<file path="config.mk">
export PLATFORM = sky130hd
export DESIGN_NAME = hash_msg_loader
export DESIGN_NICKNAME = d
export VERILOG_FILES = /design/src/rtl/hash_msg_loader.sv
export SDC_FILE = /design/constraint.sdc
export NUM_CORES = 1
export LEC_CHECK = 0
export CAP_MARGIN = 15
export CORE_MARGIN = 2
export CORE_UTILIZATION = 56
export CTS_BUF_LIST = sky130_fd_sc_hd__clkbuf_8 sky130_fd_sc_hd__clkbuf_16
export CTS_CLUSTER_DIAMETER = 150
export CTS_CLUSTER_SIZE = 28
export DETAILED_ROUTE_END_ITERATION = 16
export DONT_BUFFER_PORTS = 1
export PLACE_DENSITY = 0.81
export RECOVER_POWER = 25
export SLEW_MARGIN = 30
export SYNTH_ARGS = -nofsm -noshare
export SYNTH_HDL_FRONTEND = slang
export SYNTH_SLANG_ARGS = --single-unit
</file>
<file path="constraint.sdc">
create_clock -name clk -period 1.4 [get_ports clk]
set_input_delay 0.21 -clock clk [delete_from_list [all_inputs] [get_ports clk]]
set_output_delay 0.21 -clock clk [all_outputs]
set_load 0.05 [all_outputs]
</file>
<file path="src/rtl/hash_msg_loader.sv">
// Byte-wide message loader for the serial Ascon hashing wrapper.
// Collects a Y-bit message, pulses the wrapper reset, streams the message
// MSB-first one bit per clock, then raises start until the core is ready.
module hash_msg_loader #(
  parameter int Y = 32,
  parameter int L = 256
) (
  input  logic       clk,
  input  logic       rst,
  input  logic [7:0] in_dataxSI,
  input  logic       in_validxSI,
  output logic       in_readyxSO,
  output logic       hash_rstxSO,
  output logic       msg_bitxSO,
  output logic       startxSO,
  input  logic       hash_readyxSI,
  output logic       busyxSO,
  output logic       donexSO
);

  // Start threshold: the wrapper is ready once its counter passes max(Y, L, 64).
  localparam int M_YL = (Y > L) ? Y : L;
  localparam int M    = (M_YL > 64) ? M_YL : 64;
  localparam int CW   = $clog2(M + 2);
  localparam int NB   = Y / 8;
  localparam int BCW  = (NB > 1) ? $clog2(NB) : 1;

  typedef enum logic [2:0] {
    S_LOAD,
    S_HRST,
    S_SHIFT,
    S_WAIT,
    S_START,
    S_DONE
  } state_t;

  state_t           r_state;
  state_t           w_state_next;
  logic [Y-1:0]     r_buf;
  logic [Y-1:0]     w_buf_shift;
  logic [CW-1:0]    r_cnt;
  logic [BCW-1:0]   r_byte_cnt;
  logic             r_msg_bit;
  logic             r_done;
  logic             w_xfer;
  logic             w_last_byte;

  assign w_xfer      = (r_state == S_LOAD) && in_validxSI && !rst;
  assign w_last_byte = (r_byte_cnt == BCW'(NB - 1));

  // New byte enters at the bottom so the first byte ends up most significant.
  generate
    if (Y > 8) begin : g_wide
      assign w_buf_shift = {r_buf[Y-9:0], in_dataxSI};
    end else begin : g_narrow
      assign w_buf_shift = in_dataxSI;
    end
  endgenerate

  // State register.
  always_ff @(posedge clk) begin
    if (rst) begin
      r_state <= S_LOAD;
    end else begin
      r_state <= w_state_next;
    end
  end

  // Next-state logic and state-decoded outputs; reset forces the safe values.
  always_comb begin
    w_state_next = r_state;
    in_readyxSO  = 1'b0;
    hash_rstxSO  = rst;
    startxSO     = 1'b0;
    busyxSO      = 1'b0;
    case (r_state)
      S_LOAD: begin
        in_readyxSO = !rst;
        if (w_xfer && w_last_byte) w_state_next = S_HRST;
      end
      S_HRST: begin
        hash_rstxSO  = 1'b1;
        busyxSO      = !rst;
        w_state_next = S_SHIFT;
      end
      S_SHIFT: begin
        busyxSO = !rst;
        if (r_cnt == CW'(Y - 1)) w_state_next = S_WAIT;
      end
      S_WAIT: begin
        busyxSO = !rst;
        // Counter steps to M+1 on this edge, which is where start must rise.
        if (r_cnt == CW'(M)) w_state_next = S_START;
      end
      S_START: begin
        busyxSO  = !rst;
        startxSO = !rst;
        if (hash_readyxSI) w_state_next = S_DONE;
      end
      S_DONE: begin
        busyxSO      = !rst;
        w_state_next = S_LOAD;
      end
      default: w_state_next = S_LOAD;
    endcase
  end

  // Datapath: message buffer, byte/bit counters, registered serial bit and done pulse.
  always_ff @(posedge clk) begin
    if (rst) begin
      r_buf      <= '0;
      r_cnt      <= '0;
      r_byte_cnt <= '0;
      r_msg_bit  <= 1'b0;
      r_done     <= 1'b0;
    end else begin
      r_done    <= (r_state == S_START) && hash_readyxSI;
      r_msg_bit <= 1'b0;
      case (r_state)
        S_LOAD: begin
          if (w_xfer) begin
            r_buf      <= w_buf_shift;
            r_byte_cnt <= w_last_byte ? '0 : r_byte_cnt + 1'b1;
          end
        end
        S_HRST: begin
          // Pre-load the MSB so it is on the wire in the first cycle after the reset pulse.
          r_cnt     <= '0;
          r_msg_bit <= r_buf[Y-1];
          r_buf     <= r_buf << 1;
        end
        S_SHIFT: begin
          r_cnt <= r_cnt + 1'b1;
          if (r_cnt != CW'(Y - 1)) r_msg_bit <= r_buf[Y-1];
          r_buf <= r_buf << 1;
        end
        S_WAIT: begin
          r_cnt <= r_cnt + 1'b1;
        end
        S_START: begin
          // Counter holds at M+1 so a long ready latency cannot wrap it.
          r_cnt <= r_cnt;
        end
        S_DONE: begin
          r_buf      <= '0;
          r_byte_cnt <= '0;
          r_cnt      <= '0;
        end
        default: begin
          r_buf <= '0;
        end
      endcase
    end
  end

  assign msg_bitxSO = r_msg_bit;
  assign donexSO    = r_done;

endmodule

</file>
==> qor.yml <==
setup_path:
  critPathLaunch: "r_state[2]"
  crit_path_start_kind: "flop"
  r2r_start: "r_state[2]"
  cp.required_ns: 1.60
  path_class: "reg2reg"
  end_kind: "flop"
  cp.arrival_ns: 2.00
  cp_max_fo: 8
sta:
  hold_viol: 0
  min_period_over_period: 1.29
  min_period_ns: 1.80
  fin_tns_setup_ns: -10.68
  clock_skew_ns: 0.0102
  fmax_mhz: 555
  holdWs_ns: 0.0451
  final-setup-viol-count: 46
  rsz0062_at_grt: "true"
  finalMaxSlewViolations: 0
  maxSlewHeadroom: 0.675
  fin_ws_ns: -0.401
  worst_pin_slew_ns: 0.486
clock_network:
  cts_root_buf: "clkbuf_8"
  cts_buffers: 5
  cts_tree: "yes"
  cts.clk_slew.worst_paths_ns: 0.10
  clockBufferDepth: 2
  h-tree-depth: 2
  clock-sinks: 48
  clock_latency_ns: 0.31
global_route:
  track_usage: 0.341
  overflow: 0
  grt_pass1_wl_um: 11100
  grt_pass1_vias: 2193
  antenna_found_initial: 0
  grt_max_degree: 46
logic_synthesis:
  synth_common_cells: "dfxtp_1 (48), nor2_1 (41), nor3_1 (37), a221oi_1 (31), nand2_1 (14)"
  yosys.area.top_type_share: 0.443
  yosys.area_share.adder: 0.0173
  yosysSeqAreaShare: 0.443
  synth_area_leaders: "dfxtp_1 (44%), a221oi_1 (13%), nor3_1 (8.5%)"
  synth-simple-area-share: 0.261
  synthArstFlopShare: 0
  synthFlopType: "dfxtp_1"
  synth_top_cell_by_area: "dfxtp_1"
  yosys.area_share.xor_xnor: 0.00807
  synth.ff_latch_count: 48
  synth.avg_cell_area_um2: 8.68
  netlist_instances: 250
  synth_mux_area_frac: 0.00980
  synth_top_family_by_area: "simple AND/OR/NAND/NOR gates"
  ys_types: 42
  synth-compound-area-share: 0.210
  synth_area_um2: 2170
  yosysWarningCount: 0
  synth_edf_count: 0
  yosysMostFrequentCell: "dfxtp_1"
  synth_fp_nets: 265
route:
  drt_iter0_markers: 389
  postRouteAntennaNets: 0
  wl_per_cell_um: 31.0
  drc: 0
  vias: 2627
  drt_wl_total_um: 10500
  dr.pass1.iters: 7
  post_drt_via_cell_ratio: 7.80
die:
  die_h_um: 66.2
  die_area_um2: 4390
  die-width_um: 66.2
  placementRows: 22
  start_util: 0.588
  ioPinCount: 18
  core_um2: 3690
min_path:
  hp-class: "in2reg"
  min-delay-start: "in_dataxSI[0]"
run:
  max-cap-violations: 0
power:
  max-vdd-ir-drop_mv: 1.03
  power.density_nw_per_um2: 881
  p_leak_uw: 0.00134
layout:
  antenna_cells: 0
  final_cells: 337
  syn2layout_area_growth_pct: 63.2
  layout-drive-gt1-share: 0.578
  fin_util: 0.960
  fin_area_um2: 3540
  nNetsFinal: 303
run_status:
  outcome: "finished with violations"
  violations: "negative setup slack"
place:
  gp_congestion: 0.868
  io_buffers: 0
  dp_hpwl_um: 3140
  dp.cells: 306
  placed_area_um2: 2510
==> final cells by class <==
type / instances / area (um^2)
Fill cell: 76 / 148
Tap cell: 48 / 60.1
Inverter: 3 / 11.3
Multi-Input combinational cell: 177 / 1750
Clock inverter: 2 / 16.3
Sequential cell: 48 / 975
Timing Repair Buffer: 53 / 633
Clock buffer: 6 / 93.8
==> per-layer routing <==
layer | global-route usage | vias to the layer above | wire length (um)
met3 | 0.0716 | 111 | 1160
met4 | 0.145 | 0 | 967
met2 | 0.566 | 273 | 4690
li1 | - | 1015 | -
met5 | 0 | - | 0
met1 | 0.424 | 1228 | 3630
==> path summary, 6_finish.rpt <==
kind	cells after the start	to	slack [ns]
min	2	r_buf[0]	0.05
max	9	r_buf[29]	-0.40
min reg2reg	1	msg_bitxSO	0.48
max reg2reg	9	r_buf[29]	-0.40
==> where the power goes <==
part	total [uW]	switching, uW	internal (uW)
Sequential	1560	131	1430
Combinational	569	306	263
Clock	988	521	467
==> worst max-delay path: stages, from the launching register on <==
cell,delay [ns]
dfxtp_2,0.35
buf_6,0.13
nor2_4,0.09
nand2_2,0.09
buf_6,0.12
a22oi_2,0.25
buf_4,0.19
buf_12,0.14
nor2_1,0.07
nor3_1,0.24
==> registers in the layout (all words and copies together) (netlist names) <==
register    cells
r_byte_cnt      2
r_buf          32
r_cnt           9
donexSO         1
r_state         3
msg_bitxSO      1
==> what timing repair did <==
item,CTS,global route
hold buffers,1,0
resized for setup,53,75
pin swaps,11,23
setup buffers,12,4
setup endpoints to repair,40,45
cloned,2,4
endpoints found under the hold margin,45,0
==> cells by family (layout without fill, tap and decap cells) <==
| logic type | Yosys count | in the layout |
|---|---|---|
| buf+inv | 25 | 64 |
| fa+ha+maj | 3 | 3 |
| compound gates | 56 | 56 |
| xor+xnor | 2 | 2 |
| flops | 48 | 48 |
| simple gates | 114 | 114 |
| mux | 2 | 2 |
==> cell usage in the layout (no fill, tap or decap), types with 2 or more instances in the layout <==
master      n
nor2_4     14
a22oi_1     2
dfxtp_1    43
ha_1        2
a311oi_1    3
a221oi_2   24
nor2_1     19
nor3_2     23
dfxtp_2     2
nor2b_2     3
inv_1       3
a21oi_1     6
clkbuf_16   5
dfxtp_4     3
nand3_1     2
nor3_4      2
buf_6      10
xor2_1      2
a221oi_4    8
nor2_2      8
nand4_4     2
buf_12      8
clkbuf_8    5
nor3_1     13
buf_4      29
nand3_2     2
nand2b_1    2
nand2_1    12
==> stage by stage <==
stage	power, uW	setup slack (ns)
after floorplan	1710	-0.0860
after global placement	1760	-0.0270
after detailed placement	1780	-0.0737
after CTS	2830	-0.189
after global routing	3180	-0.447
final	3120	-0.401
Power figures use the tool's default switching activity.
